[config.mk]
export PLATFORM = sky130hd
export DESIGN_NAME = uart_cmd_frame_rx
export DESIGN_NICKNAME = d
export VERILOG_FILES = /design/src/rtl/uart_cmd_frame_rx.sv
export SDC_FILE = /design/constraint.sdc
export NUM_CORES = 1
export LEC_CHECK = 0
export ABC_CLOCK_PERIOD_IN_PS = 6610
export CORE_ASPECT_RATIO = 0.8
export CORE_MARGIN = 5
export CORE_UTILIZATION = 49
export CTS_CLUSTER_DIAMETER = 60
export CTS_CLUSTER_SIZE = 40
export DETAILED_ROUTE_END_ITERATION = 7
export PLACE_DENSITY_LB_ADDON = 0.3
export SETUP_SLACK_MARGIN = 0.2
export SKIP_LAST_GASP = 1
export SLEW_MARGIN = 20
export SYNTH_ARGS = -nofsm -noshare
export SYNTH_HDL_FRONTEND = slang
export SYNTH_SLANG_ARGS = --single-unit
[constraint.sdc]
create_clock -name clk -period 6.61 [get_ports clk]
set_clock_uncertainty 0.05 [all_clocks]
set_input_delay 0.9915 -clock clk [delete_from_list [all_inputs] [get_ports clk]]
set_output_delay 0.9915 -clock clk [all_outputs]
set_load 0.05 [all_outputs]
[src/rtl/uart_cmd_frame_rx.sv]
// UART command-frame receiver: hunts for a command byte, then writes a fixed-length
// payload into parameter RAM with stop-bit, timeout and optional checksum checking.
module uart_cmd_frame_rx #(
    parameter logic [7:0] CMD_ID       = 8'hFE,
    parameter int         NUM_PARAMS   = 32,
    parameter int         ADDR_W       = 5,
    parameter int         DIV_W        = 16,
    parameter bit         MSB_FIRST    = 1'b1,
    parameter bit         CSUM_EN      = 1'b0,
    parameter int         TIMEOUT_BITS = 20
) (
    input  logic              clk,
    input  logic              reset,
    input  logic              rx,
    input  logic [DIV_W-1:0]  clk_per_bit,
    output logic              wr_en,
    output logic [ADDR_W-1:0] wr_addr,
    output logic [7:0]        wr_data,
    output logic              busy,
    output logic              frame_done,
    output logic              frame_err,
    output logic [1:0]        err_code
);

    localparam int                TO_W     = DIV_W + $clog2(TIMEOUT_BITS + 1);
    localparam logic [ADDR_W-1:0] LAST_IDX = ADDR_W'(NUM_PARAMS - 1);

    typedef enum logic [1:0] {RX_IDLE, RX_START, RX_DATA, RX_STOP} rx_state_t;
    typedef enum logic [1:0] {FR_HUNT, FR_PARAM, FR_CSUM} fr_state_t;

    logic rx_meta_reg;
    logic rx_sync_reg;

    always_ff @(posedge clk) begin
        if (reset) begin
            rx_meta_reg <= 1'b1;
            rx_sync_reg <= 1'b1;
        end else begin
            rx_meta_reg <= rx;
            rx_sync_reg <= rx_meta_reg;
        end
    end

    // ---------------- byte receiver ----------------
    rx_state_t        rx_state_reg;
    logic [DIV_W-1:0] bit_cnt_reg;
    logic [DIV_W-1:0] div_reg;
    logic [2:0]       bit_idx_reg;
    logic [7:0]       shift_reg;
    logic [7:0]       shift_next;
    logic [7:0]       rx_byte;
    logic [DIV_W-1:0] last_cnt;
    logic [DIV_W-1:0] half_cnt;
    logic             bit_tick;
    logic             half_tick;
    logic             byte_valid;
    logic             byte_ferr;

    assign last_cnt   = div_reg - DIV_W'(1);
    assign half_cnt   = last_cnt >> 1;
    assign bit_tick   = (bit_cnt_reg == last_cnt);
    assign half_tick  = (bit_cnt_reg == half_cnt);
    assign shift_next = {rx_sync_reg, shift_reg[7:1]};
    assign byte_valid = (rx_state_reg == RX_STOP) && bit_tick && rx_sync_reg;
    assign byte_ferr  = (rx_state_reg == RX_STOP) && bit_tick && !rx_sync_reg;

    // Bits are always shifted in line order; the first line bit lands in shift_reg[0].
    genvar gi;
    generate
        for (gi = 0; gi < 8; gi++) begin : g_order
            assign rx_byte[gi] = MSB_FIRST ? shift_reg[7-gi] : shift_reg[gi];
        end
    endgenerate

    always_ff @(posedge clk) begin
        if (reset) begin
            rx_state_reg <= RX_IDLE;
            bit_cnt_reg  <= '0;
            div_reg      <= '0;
            bit_idx_reg  <= '0;
            shift_reg    <= '0;
        end else begin
            case (rx_state_reg)
                RX_IDLE: begin
                    if (!rx_sync_reg) begin
                        div_reg      <= clk_per_bit;
                        bit_cnt_reg  <= '0;
                        rx_state_reg <= RX_START;
                    end
                end
                RX_START: begin
                    if (half_tick) begin
                        bit_cnt_reg  <= '0;
                        bit_idx_reg  <= '0;
                        rx_state_reg <= rx_sync_reg ? RX_IDLE : RX_DATA;
                    end else begin
                        bit_cnt_reg <= bit_cnt_reg + DIV_W'(1);
                    end
                end
                RX_DATA: begin
                    if (bit_tick) begin
                        bit_cnt_reg <= '0;
                        shift_reg   <= shift_next;
                        bit_idx_reg <= bit_idx_reg + 3'd1;
                        if (bit_idx_reg == 3'd7) begin
                            rx_state_reg <= RX_STOP;
                        end
                    end else begin
                        bit_cnt_reg <= bit_cnt_reg + DIV_W'(1);
                    end
                end
                RX_STOP: begin
                    // Leave mid-stop-bit so a back-to-back start edge is not missed.
                    if (bit_tick) begin
                        bit_cnt_reg  <= '0;
                        rx_state_reg <= RX_IDLE;
                    end else begin
                        bit_cnt_reg <= bit_cnt_reg + DIV_W'(1);
                    end
                end
                default: rx_state_reg <= RX_IDLE;
            endcase
        end
    end

    // ---------------- frame tracker ----------------
    fr_state_t         fr_state_reg;
    logic [ADDR_W-1:0] index_reg;
    logic [7:0]        sum_reg;
    logic [TO_W-1:0]   gap_cnt_reg;
    logic [TO_W-1:0]   gap_limit;
    logic              gap_expired;

    assign gap_limit   = TO_W'(TIMEOUT_BITS) * TO_W'(div_reg);
    assign gap_expired = (gap_cnt_reg >= gap_limit) && (rx_state_reg == RX_IDLE);

    always_ff @(posedge clk) begin
        if (reset) begin
            fr_state_reg <= FR_HUNT;
            index_reg    <= '0;
            sum_reg      <= '0;
            gap_cnt_reg  <= '0;
            wr_en        <= 1'b0;
            wr_addr      <= '0;
            wr_data      <= '0;
            busy         <= 1'b0;
            frame_done   <= 1'b0;
            frame_err    <= 1'b0;
            err_code     <= 2'd0;
        end else begin
            wr_en      <= 1'b0;
            frame_done <= 1'b0;
            frame_err  <= 1'b0;
            case (fr_state_reg)
                FR_HUNT: begin
                    if (byte_valid && (rx_byte == CMD_ID)) begin
                        fr_state_reg <= FR_PARAM;
                        busy         <= 1'b1;
                        index_reg    <= '0;
                        sum_reg      <= '0;
                        gap_cnt_reg  <= '0;
                        err_code     <= 2'd0;
                    end
                end
                FR_PARAM, FR_CSUM: begin
                    if (byte_valid || byte_ferr) begin
                        gap_cnt_reg <= '0;
                    end else if (~&gap_cnt_reg) begin
                        gap_cnt_reg <= gap_cnt_reg + TO_W'(1);
                    end
                    if (byte_ferr) begin
                        fr_state_reg <= FR_HUNT;
                        busy         <= 1'b0;
                        frame_err    <= 1'b1;
                        err_code     <= 2'd1;
                    end else if (byte_valid) begin
                        if (fr_state_reg == FR_PARAM) begin
                            wr_en     <= 1'b1;
                            wr_addr   <= index_reg;
                            wr_data   <= rx_byte;
                            index_reg <= index_reg + ADDR_W'(1);
                            sum_reg   <= sum_reg + rx_byte;
                            if (index_reg == LAST_IDX) begin
                                if (CSUM_EN) begin
                                    fr_state_reg <= FR_CSUM;
                                end else begin
                                    fr_state_reg <= FR_HUNT;
                                    busy         <= 1'b0;
                                    frame_done   <= 1'b1;
                                end
                            end
                        end else begin
                            fr_state_reg <= FR_HUNT;
                            busy         <= 1'b0;
                            if (rx_byte == sum_reg) begin
                                frame_done <= 1'b1;
                            end else begin
                                frame_err <= 1'b1;
                                err_code  <= 2'd3;
                            end
                        end
                    end else if (gap_expired) begin
                        fr_state_reg <= FR_HUNT;
                        busy         <= 1'b0;
                        frame_err    <= 1'b1;
                        err_code     <= 2'd2;
                    end
                end
                default: fr_state_reg <= FR_HUNT;
            endcase
        end
    end

endmodule

**Word level (Yosys, flattened, before mapping)**

Index checks and enable logic that the tools add are counted.
W data, S select, Z words.

- Order comparisons: 1
- Shift-type cells: 0
- Reductions and logical operators: 26
- Add/sub/neg operators: 6
- Multiplexer cells: 58
- Bitwise operators: 4
- Equal/unequal tests: 25
- Multiply operators: 1
- Div/mod/pow operators: 0

Operator list:

| cell | number |
|---|---|
| $mux W21 | 3 |
| $mux W16 | 3 |
| $pmux W16 S3 | 1 |
| $pmux W21 S2 | 1 |
| $mux W2 | 18 |
| $mux W8 | 4 |
| $add A21 B1 Y21 const B | 1 |
| $ge A21 B21 Y1 | 1 |
| $reduce_and A21 Y1 | 1 |
| $mux W5 | 4 |
| $mul A3 B16 Y19 const A | 1 |
| $ne A2 B2 Y1 const B | 9 |
| $add A16 B1 Y16 const B | 1 |
| $eq A16 B15 Y1 | 1 |
| $eq A16 B16 Y1 | 1 |
| $pmux W8 S2 | 1 |
| $sub A16 B1 Y16 const B | 1 |
| $mux W1 | 15 |
| $reduce_and A5 Y1 | 3 |
| $ne A4 B4 Y1 const B | 3 |
| $pmux W5 S2 | 1 |
| $reduce_and A3 Y1 | 3 |
| $add A8 B8 Y8 | 1 |
| $eq A8 B8 Y1 | 1 |
| 24 further kinds | 42 |

- Output and inout port bits: 19
- Latch bits: 0
- Memories kept: 0
- Logic and storage cells: 139
- Memory bits (writable): 0
- Memory bits (read-only): 0
- Bits in registers: 102
- Input bits: 19

**Depth between registers and ports, before layout**

Gate-level depths: netlist of run 1.

- Word-level depth: 7
- Mapped depth: 20
- Depth with buffers taken out: 20

**Least setup slack after synthesis of run 1**

OpenSTA, ideal clock, no wires.

- Path type: reg2reg
- From: register div_reg[2]
- To: register err_code[0]
- Arrival: 4.219 ns
- Buffers on the path: 0
- Slack: 2.270 ns
- Library setup time: 0.070 ns
- Period minus slack after synthesis: 4.340 ns
- Required time: 6.490 ns
- Stages on the path, launching flop included: 18
- Path through: dfxtp_1 > ha_1 > ha_1 > a21o_1 > a21oi_1 > o21ai_0 > a2111oi_0 > o31ai_1 > o211ai_1 > xor2_1 > ha_1 > a21o_1 > a211o_1 > or3_1 > nor3_1 > o21ai_0 > o32a_1 > a21oi_1

- Word-level cells in the longest chain between the ends: 7
- Elaborated cells on any way between the ends: 17
- Classes of those cells: 1 x add/sub; 1 x mul; 1 x order compare; 5 x eq/ne; 3 x mux; 6 x reduce/logical

RTL lines:

| element | line | text |
|---|---|---|
| start: declaration | 47 | `logic [DIV_W-1:0] div_reg;` |
| start signal: assignment | 86 | `div_reg <= clk_per_bit;` |
| branches (longest 7 deep; another with $ge A21 B21 Y1) | - |  |
| end signal: assignment | 149 | `err_code <= 2'd0;` |
| end signal: assignment | 162 | `err_code <= 2'd0;` |
| end signal: assignment | 175 | `err_code <= 2'd1;` |
| end: declaration | 22 | `output logic [1:0] err_code` |

Parallel ways; which one is timed is not known.
A chain may end at the register's enable or synchronous reset.

**Worst setup path in the final report of run 1**

Ends and elaborated chain as after synthesis.

==> load_flow_metrics.sql, run 1 <==
INSERT INTO impl_metrics (metric_group, metric, value, unit) VALUES
('layout', 'n_antenna_cell', '0', ''),
('floorplan', 'initial_utilization', '50.56', '%'),
('floorplan', 'row_count', '38', ''),
('setup_path', 'crit_path_max_incr_delay', '0.67', 'ns'),
('setup_path', 'critical_path.most_common_cell', 'sky130_fd_sc_hd__ha_1', ''),
('sta', 'max_slew.worst_pin.slew', '1.056', 'ns'),
('layout', 'post-route-util', '55.31', '%'),
('sta', 'rsz0062_at_grt', 'false', ''),
('global_routing', 'number_of_antenna_violations_at_the_first_check_in_global_routing', '0', ''),
('clocking', 'clock_net_sink_count', '92', ''),
('flow_run', 'max_cap_viol_count', '0', ''),
('worst_hold_path', 'min_delay_path_class', 'reg2reg', ''),
('clocking', 'cts-buffers-inserted', '9', ''),
('sta', 'setup_viol', '0', ''),
('layout', 'layout-drive-gt1-share', '4.914', '%'),
('logic_synthesis', 'synth_fp_nets', '957', ''),
('global_routing', 'maximum_number_of_pins_on_one_net_before_global_route_repair', '71', ''),
('sta', 'headroom_to_the_max_slew_limit', '29.23', '%'),
('sta', 'timing.fmax', '0.1912', 'GHz'),
('logic_synthesis', 'synth_warnings', '0', ''),
('detailed_routing', 'drtAntennaViolNets', '0', ''),
('power', 'peakVddDrop', '0.1331', 'mV'),
('detailed_routing', 'route.detailed.wl_per_inst', '16.41', 'µm'),
('setup_path', 'worst_path_max_delay_cell', 'sky130_fd_sc_hd__dfxtp_1', ''),
('layout', 'largest_register_ff_count', '21', ''),
('clocking', 'clkTransAtPathRegs', '0.08', 'ns'),
('clocking', 'cts_post_setup_buffers_inserted', '0', ''),
('sta', 'timing.final.hold_violations', '0', ''),
('clocking', 'tritoncts_clock_tree', 'built', ''),
('setup_path', 'crit_arrival', '5.45', 'ns'),
('clocking', 'clk_root_buffer_cell', 'sky130_fd_sc_hd__clkbuf_16', ''),
('sta', 'finalWorstSetupSlack', '1.380', 'ns'),
('detailed_routing', 'vias', '6405', ''),
('detailed_routing', 'drt_first_iter_violations', '442', ''),
('setup_path', 'worstSetupStartpointType', 'register', ''),
('layout', 'syn2layout_area_growth', '9.382', '%'),
('logic_synthesis', 'postSynthRegisterBits', '92', ''),
('detailed_routing', 'remaining_drcs', '0', ''),
('setup_path', 'critical_path_cell_sequence', 'ha_1, ha_1, a21o_1, a21oi_1, o21ai_0, a2111oi_0, o31ai_1, o211ai_1, xor2_1, ha_1, a21o_1, a211o_1, or3_1, nor3_1, o21ai_0, o32a_1, a21oi_1', ''),
('floorplan', 'total_core_area', '13740', 'µm²'),
('detailed_routing', 'routed_wirelength', '17310', 'µm'),
('setup_path', 'worstSetupEndpointType', 'register', ''),
('global_routing', 'grt_overflow_total', '0', ''),
('floorplan', 'die-height', '116.5', 'µm'),
('logic_synthesis', 'post_synth.cell_area_avg', '7.877', 'µm²'),
('logic_synthesis', 'synth_cell_types', '82', ''),
('logic_synthesis', 'synth-async-reset-ratio', '0', '%'),
('placement', 'dp_worst_slack', '1.471', 'ns'),
('clocking', 'cts_resized', '0', ''),
('clocking', 'htree_num_levels', '3', ''),
('placement', 'numPortBuffers', '37', ''),
('setup_path', 'worstPathRequired', '6.83', 'ns'),
('clocking', 'clock_insertion_delay_worst_skew', '0.34', 'ns'),
('detailed_routing', 'routed_via_density', '6.071', ''),
('power', 'power_density', '173.3', 'nW/µm²'),
('global_routing', 'wire_length_of_the_first_global_routing_pass', '29130', 'µm'),
('layout', 'multi_input_area', '4702', 'µm²'),
('logic_synthesis', 'post_synth_inst_count', '882', ''),
('sta', 'finalSetupTns', '0', 'ns'),
('sta', 'finalMaxSlewViolations', '0', ''),
('logic_synthesis', 'synth-edff-count', '0', ''),
('sta', 'period_share', '79.12', '%'),
('logic_synthesis', 'syn_area', '6948', 'µm²'),
('floorplan', 'dieArea', '16680', 'µm²'),
('floorplan', 'chip_width', '143.1', 'µm'),
('logic_synthesis', 'synthFlopType', 'sky130_fd_sc_hd__dfxtp_1', ''),
('status', 'run_status', 'complete, no violations', ''),
('sta', 'time_the_final_worst_path_needs_with_i_o_delays_and_setup', '5.230', 'ns'),
('layout', 'total_nets_final', '945', ''),
('layout', 'area.sequential', '1842', 'µm²'),
('setup_path', 'worst-path-max-fanout', '16', '');
stage by stage:
stage | cells | area [µm²] | total power [mW] | hold WS, ns
2_1_floorplan | 882 | 6948 | 0.7416 | 0.3395
3_3_place_gp | 1039 | 7288 | 0.7902 | 0.3414
3_5_place_dp | 1039 | 7288 | 0.7906 | 0.3466
4_1_cts | 1055 | 7600 | 1.322 | 0.3661
5_1_grt | 1055 | 7600 | 1.376 | 0.3966
6_report | 1055 | 7600 | 1.317 | 0.3671
routing by layer:
layer,share of wire [%],track usage (%),vias up
met5,0,0,-
met4,1.4,5.003,0
met3,5.9,3.438,23
met2,44,34.23,168
met1,49,30.07,3031
li1,-,-,3183
cell families (layout without fill, tap and decap cells):
| logic type | Yosys count | after routing | share of synthesized area [%] |
|---|---|---|---|
| AO/OA/AOI/OAI | 180 | 180 | 18.82 |
| XOR/XNOR | 57 | 57 | 7.185 |
| adder cells (fa/ha/maj) | 56 | 56 | 10.19 |
| buffers and inverters | 98 | 91 | 5.961 |
| flip-flops | 92 | 92 | 26.51 |
| multiplexers | 28 | 28 | 4.070 |
| AND/OR/NAND/NOR | 371 | 371 | 27.26 |
path summary, 6_finish.rpt:
| kind | from | end | slack (ns) | cells after the start |
|---|---|---|---|---|
| max | div_reg[2] | err_code[0] | 1.38 | 17 |
| min | rx_meta_reg | rx_sync_reg | 0.37 | 1 |
| max reg2reg | div_reg[2] | err_code[0] | 1.38 | 17 |
| min reg2reg | rx_meta_reg | rx_sync_reg | 0.37 | 1 |
cell type report:
class                      count  share of cell area [%]
multi-input combinational    692                   61.87
sequential                    92                   24.23
timing repair buffer          40                   5.104
clock inverter                 7                   1.136
inverter                      35                   1.729
clock buffer                   9                   2.963
tap                          180                   2.963
critical path: cells and delay by family, from the launching register on:
kind,cells,cell delay [ns]
XOR/XNOR,1,0.17
AO/OA/AOI/OAI,11,2.70
flip-flops,1,0.67
AND/OR/NAND/NOR,2,0.66
adder cells (fa/ha/maj),3,0.91
power breakdown:
part	total [mW]	switching [mW]	internal, mW
Sequential	0.576	0.0165	0.560
Clock	0.534	0.261	0.273
Combinational	0.207	0.118	0.0891
synth_stat cells, types with 13 or more instances:
cell	instances	area share [%]
sky130_fd_sc_hd__a21oi_1	41	3.0
sky130_fd_sc_hd__and3_1	20	1.8
sky130_fd_sc_hd__clkbuf_1	36	1.9
sky130_fd_sc_hd__dfxtp_1	92	27
sky130_fd_sc_hd__ha_1	55	9.9
sky130_fd_sc_hd__inv_1	34	1.8
sky130_fd_sc_hd__mux2i_1	26	3.7
sky130_fd_sc_hd__nand2_1	94	5.1
sky130_fd_sc_hd__nand3_1	37	2.7
sky130_fd_sc_hd__nand4_1	15	1.4
sky130_fd_sc_hd__nor2_1	81	4.4
sky130_fd_sc_hd__nor2b_1	13	1.2
sky130_fd_sc_hd__nor3_1	34	2.4
sky130_fd_sc_hd__o21ai_0	20	1.4
sky130_fd_sc_hd__o221ai_1	13	1.6
sky130_fd_sc_hd__or3_1	15	1.4
sky130_fd_sc_hd__xnor2_1	36	4.5
sky130_fd_sc_hd__xor2_1	21	2.6
cells in the final DEF (no fill, tap or decap), drive strengths merged, types with 20 or more instances in the layout:
master / count
a21oi: 41
xor2: 21
nor3: 36
nand3: 37
dfxtp: 92
and3: 20
inv: 38
clkdlybuf4s50: 36
nor2: 81
nand2: 94
o21ai: 28
mux2i: 26
ha: 55
xnor2: 36
Note: power is estimated with default switching activity, not from simulation.
==> run 2: changes to the inputs <==
--- a/config.mk
+++ b/config.mk
@@ -5,7 +5,7 @@
 export SDC_FILE = /design/constraint.sdc
 export NUM_CORES = 1
 export LEC_CHECK = 0
-export ABC_CLOCK_PERIOD_IN_PS = 6610
+export ABC_CLOCK_PERIOD_IN_PS = 4600
 export CORE_ASPECT_RATIO = 0.8
 export CORE_MARGIN = 5
 export CORE_UTILIZATION = 49
==> constraint.sdc (replaced) <==
create_clock -name clk -period 4.6 [get_ports clk]
set_clock_uncertainty 0.05 [all_clocks]
set_input_delay 0.69 -clock clk [delete_from_list [all_inputs] [get_ports clk]]
set_output_delay 0.69 -clock clk [all_outputs]
set_load 0.05 [all_outputs]
==> run 2 against run 1 <==
  * Cell area is 4.7% higher
  * Routed wire length is 4.2% higher
  * Largest cell class unchanged
  * Count of clock-buffer cells in the layout stayed put
  * Largest power group unchanged
  * Die area stayed put
  * Maximum frequency is 19% higher
  * Sequential share of layout area is 1.0 points lower
  * Sequential cell count stayed put
  * Sequential power is 42% higher
  * Core utilization is 2.6 points higher
==> load_flow_metrics.sql, run 2 (synthesis results as in run 1) <==
INSERT INTO impl_metrics (metric_group, metric, value, unit) VALUES
('layout', 'post-route-util', '57.93', '%'),
('detailed_routing', 'drt_first_iter_violations', '370', ''),
('sta', 'timing.final.hold_violations', '0', ''),
('sta', 'finalWorstSetupSlack', '0.2104', 'ns'),
('sta', 'finalMaxSlewViolations', '0', ''),
('sta', 'headroom_to_the_max_slew_limit', '43.52', '%'),
('floorplan', 'dieArea', '16680', 'µm²'),
('setup_path', 'critical_path_cell_sequence', 'ha_1, ha_1, a21oi_2, o21ai_2, a2111oi_2, buf_4, o31ai_1, o211ai_1, xor2_1, ha_1, a21o_1, a211o_1, or3_4, nor3_4, buf_6, o21ai_1, o32a_1, a21oi_1', ''),
('worst_hold_path', 'min_delay_path_class', 'reg2reg', ''),
('placement', 'place_inst', '1070', ''),
('global_routing', 'grtUsageMet1', '31.52', '%'),
('floorplan', 'row_count', '38', ''),
('layout', 'largest_register_ff_count', '21', ''),
('floorplan', 'initial_utilization', '50.56', '%'),
('floorplan', 'die-height', '116.5', 'µm'),
('clocking', 'clkTransAtPathRegs', '0.08', 'ns'),
('clocking', 'clk_root_buffer_cell', 'sky130_fd_sc_hd__clkbuf_16', ''),
('clocking', 'clock_net_sink_count', '92', ''),
('global_routing', 'number_of_antenna_violations_at_the_first_check_in_global_routing', '0', ''),
('worst_hold_path', 'hold_path.startpoint', 'rx_meta_reg', ''),
('global_routing', 'global_route.usage.total', '21.93', '%'),
('placement', 'dp_worst_slack', '0.01853', 'ns'),
('layout', 'multi_input_area', '4780', 'µm²'),
('clocking', 'ctsLongestPathBuffers', '2', ''),
('sta', 'timing.fmax', '0.2278', 'GHz'),
('power', 'netSwitchingFraction', '30.10', '%'),
('placement', 'numPortBuffers', '37', ''),
('detailed_routing', 'remaining_drcs', '0', ''),
('status', 'run_status', 'complete, no violations', ''),
('detailed_routing', 'routed_via_density', '5.967', ''),
('sta', 'setup_viol', '0', ''),
('flow_run', 'max_cap_viol_count', '0', ''),
('setup_path', 'cp-startpoint', 'div_reg[3]', ''),
('floorplan', 'chip_width', '143.1', 'µm'),
('clocking', 'htree_num_levels', '3', ''),
('setup_path', 'worstPathRequired', '4.84', 'ns'),
('sta', 'period_share', '95.43', '%'),
('setup_path', 'crit_arrival', '4.62', 'ns'),
('floorplan', 'total_core_area', '13740', 'µm²'),
('global_routing', 'wire_length_of_the_first_global_routing_pass', '30010', 'µm'),
('layout', 'most-common-layout-cells', 'sky130_fd_sc_hd__nand2_1 (94), sky130_fd_sc_hd__dfxtp_1 (89), sky130_fd_sc_hd__nor2_1 (81)', ''),
('global_routing', 'grt_overflow_total', '0', ''),
('floorplan', 'io-pin-count', '38', ''),
('setup_path', 'worstSetupStartpointType', 'register', ''),
('placement', 'gpl.final_weighted_congestion', '0.9340', ''),
('global_routing', 'grt_pass1_vias', '6044', ''),
('setup_path', 'cp_top_family', 'compound AO/OA/AOI/OAI gates', ''),
('power', 'combinationalPowerShare', '17.3', '%'),
('placement', 'dpl.hpwl', '13300', 'µm'),
('setup_path', 'worst-path-max-fanout', '4', ''),
('detailed_routing', 'routed_wirelength', '18050', 'µm'),
('layout', 'total_nets_final', '980', ''),
('setup_path', 'worst_path_max_delay_cell', 'sky130_fd_sc_hd__a2111oi_2', ''),
('setup_path', 'crit_path_max_incr_delay', '0.36', 'ns'),
('layout', 'n_antenna_cell', '0', ''),
('detailed_routing', 'vias', '6504', ''),
('layout', 'layout-drive-gt1-share', '10.44', '%'),
('sta', 'time_the_final_worst_path_needs_with_i_o_delays_and_setup', '4.390', 'ns'),
('layout', 'final.fill_count', '1277', ''),
('detailed_routing', 'drt_first_pass_iters', '5', ''),
('layout', 'mostFrequentLayoutCell', 'sky130_fd_sc_hd__nand2_1', ''),
('power', 'total_power', '1.925', 'mW'),
('global_routing', 'grt_use_met3', '3.643', '%'),
('setup_path', 'critPathBufInv', '2', ''),
('global_routing', 'maximum_number_of_pins_on_one_net_before_global_route_repair', '37', ''),
('global_routing', 'grt.busiest_layer', 'met2', ''),
('setup_path', 'worstSetupEndpointType', 'register', ''),
('power', 'peakVddDrop', '0.1858', 'mV'),
('layout', 'area.sequential', '1846', 'µm²'),
('setup_path', 'path_class', 'reg2reg', ''),
('layout', 'instances_no_fill', '1090', ''),
('power', 'internal_power', '1.345', 'mW'),
('layout', 'syn2layout_area_growth', '14.57', '%'),
('sta', 'rsz0062_at_grt', 'true', ''),
('setup_path', 'worst_r2r_startpoint', 'div_reg[3]', ''),
('power', 'p_clk_share', '40.1', '%'),
('clocking', 'tritoncts_clock_tree', 'built', ''),
('global_routing', 'use_met2', '33.76', '%'),
('sta', 'max_slew.worst_pin.slew', '0.8454', 'ns'),
('detailed_routing', 'drtAntennaViolNets', '0', ''),
('power', 'power.net_switching', '0.5793', 'mW'),
('power', 'power_leakage', '3.099', 'nW'),
('clocking', 'cts-buffers-inserted', '9', ''),
('power', 'seq_power_share', '42.6', '%'),
('clocking', 'clock_insertion_delay_worst_skew', '0.35', 'ns'),
('detailed_routing', 'route.detailed.wl_per_inst', '16.56', 'µm'),
('power', 'power_density', '241.8', 'nW/µm²'),
('setup_path', 'critical_path.most_common_cell', 'sky130_fd_sc_hd__ha_1', '');
==> run 2: layout make-up <==
cell class,count,share of cell area [%]
inverters,35,1.650
multi-input cells,692,60.04
clock inverters,7,1.147
well taps,180,2.829
repair buffers,75,8.315
flip-flops and latches,92,23.18
clock buffers,9,2.829
==> run 2: timing repair <==
item | in CTS | in global routing
endpoints found under the setup margin | 2 | 23
hold buffers | 0 | 0
setup buffers | 2 | 2
resized for setup | 5 | 21
pin swaps | 7 | 13
==> run 2: power groups by stage <==
stage / logic [mW] / registers (mW) / clock network, mW
2_1_floorplan: 0.234 / 0.832 / 0
3_3_place_gp: 0.315 / 0.838 / 0
3_5_place_dp: 0.316 / 0.838 / 0
4_1_cts: 0.321 / 0.819 / 0.791
5_1_grt: 0.367 / 0.822 / 0.822
6_report: 0.332 / 0.820 / 0.772
==> run 2: worst paths after layout <==
check / end / slack [ns] / cells past startpoint
worst max-delay path: err_code[0] / 0.21 / 18
worst min-delay path: rx_sync_reg / 0.36 / 1
worst max register to register: err_code[0] / 0.21 / 18
worst min register to register: rx_sync_reg / 0.36 / 1
==> run 2: layer usage <==
metal	routed length (µm)	vias to the layer above	part of all wire (%)
li1	-	3260	-
met1	8719	3050	48
met5	0	-	0
met4	299	0	1.7
met3	1045	19	5.8
met2	7983	175	44
==> run 2: metrics by stage <==
stage          area [µm²]  hold WS [ns]     TNS, ns
2_1_floorplan        6948        0.3395           0
3_3_place_gp         7521        0.3423           0
3_5_place_dp         7521        0.3473           0
4_1_cts              7866        0.3670           0
5_1_grt              7960        0.3922  -0.0002003
6_report             7960        0.3646           0
==> RTL edit (flow settings as in run 2) <==
`MSB_FIRST`: 1'b1 -> 1'b0.
--- a/src/rtl/uart_cmd_frame_rx.sv
+++ b/src/rtl/uart_cmd_frame_rx.sv
@@ -7,3 +7,3 @@
     parameter int         DIV_W        = 16,
-    parameter bit         MSB_FIRST    = 1'b1,
+    parameter bit         MSB_FIRST    = 1'b0,
     parameter bit         CSUM_EN      = 1'b0,
Function: same outputs for any inputs over 10 cycles, from zero or initial values and one cycle with reset high; that may be too few to reach the edited logic, so the function may still have changed.
==> RTL edit against run 2 <==
- first-iteration DRC count up 35%
- sequential cell count stayed put
- synthesized area down 3.0%
- sequential power is 0.6% lower
- hold slack gained 0.0027 ns
- critical endpoint is now err_code[1]$_SDFFE_PP0P_
- sequential share of layout area up 1.4 points
- wire length decreased by 3.4%
- count of clock-buffer cells in the layout stayed put
- total power decreased by 4.6%
- worst setup slack improved by 0.30 ns
- cell area fell by 5.7%
==> RTL edit: results (changes against run 2) <==
- Outcome: finished clean
- Clock buffer and inverter area fraction after layout: 4.017% (+0.040 points)
- The post-detailed-placement cell area is 7177 µm² (-4.6%).
- Start point of the critical path: div_reg[2]$_SDFFE_PP0P_
- The total routed wirelength was 17440 µm (-3.4%).
- The total vias in the final route is 6112 (-6.0%).
* Internal power summed over all cells: 1.308 mW (-2.8%)
- Via density per instance: 5.998 (+0.52%)
- Share of cells above drive strength 1: 8.939% (-1.5 points)
- Sequential cell area share: 24.55% (+1.4 points)
- The number of buffers other than clock buffers in the final layout came to 54 (-28%).
- The power in the clock group is 745 µW (-3.5%).
* CP Data Arrival Time: 4.29 ns (-0.33 ns)
- The flop-to-flop setup slack is 0.51 ns (+0.30 ns).
* Portion of the post-synthesis area used by sequential elements: 27.33% (+0.82 points)
- Number of gates given a new drive strength after cts: 0 (-5)
- The number of non-clock inverters was 28 (-20%).
* Tot Pwr: 1.836 mW (-4.6%)
* First-pass GRT wire length: 28900 µm (-3.7%)
- After synthesis, the cell types taking the most area are dfxtp_1 (27%), ha_1 (10%), nand2_1 (5.1%), mux2i_1 (4.6%), xnor2_1 (4.3%).
- Stage delay of the slowest cell on the critical path: 0.44 ns (+0.08 ns)
- Part of the total power dissipated in sequential elements: 44.4% (+1.8 points)
- The number of detailed-routing iterations run before antenna repair was 6 (+1).
- The maximum number of pins on one net before global-route repair is 39 (+5.4%).
- Largest voltage drop on the vdd net: 0.2391 mV (+29%)
* Netlist cell types: 73 (-11%)
- # fillers: 1238 (-3.1%)
* Worst Setup Slack, final: 0.5102 ns (+0.2997 ns)
- The count of multi-input combinational gates was 649 (-6.2%).
- Detailed placement HPWL: 13040 µm (-2.0%)
- The pre-CTS setup slack is 0.2866 ns (+0.2681 ns).
* Post-Syn Nets: 904 (-5.5%)
* Synthesized instance count: 829 (-6.0%)
* Final nets: 909 (-7.2%)
- Non-Clock Buffer Area Fraction: 6.567% (-1.7 points)
* Placed Cells incl. Taps: 1002 (-6.4%)
- The met3 routed wirelength came to 1060 µm (+1.4%).
* Slew Limit Headroom: 26.37% (-17 points)
- The all-layer global routing usage was 21.63% (-0.29 points).
- Ranked by instance count, the synthesized netlist is headed by dfxtp_1 (92), nand2_1 (91), nor2_1 (57), a21oi_1 (56), ha_1 (55).
* Met2 Routed Length: 7713 µm (-3.4%)
==> RTL edit: per-layer routing <==
layer / up-vias / track usage [%]
met2: 219 / 33.86
met5: - / 0
met3: 27 / 3.950
met1: 2867 / 30.68
li1: 2999 / -
met4: 0 / 6.068
==> RTL edit: final timing paths <==
kind                                    to  cells past startpoint
hold / removal      rx_sync_reg$_SDFF_PP1_                      1
setup / recovery  err_code[1]$_SDFFE_PP0P_                     18
setup reg to reg  err_code[1]$_SDFFE_PP0P_                     18
hold reg to reg     rx_sync_reg$_SDFF_PP1_                      1
==> RTL edit: logic make-up after synthesis <==
logic type | after synthesis | share of synthesized area, %
flops | 92 | 27.33
mux | 32 | 4.772
buf+inv | 88 | 5.681
simple gates | 326 | 25.05
xor+xnor | 59 | 8.281
compound gates | 176 | 18.38
fa+ha+maj | 56 | 10.51
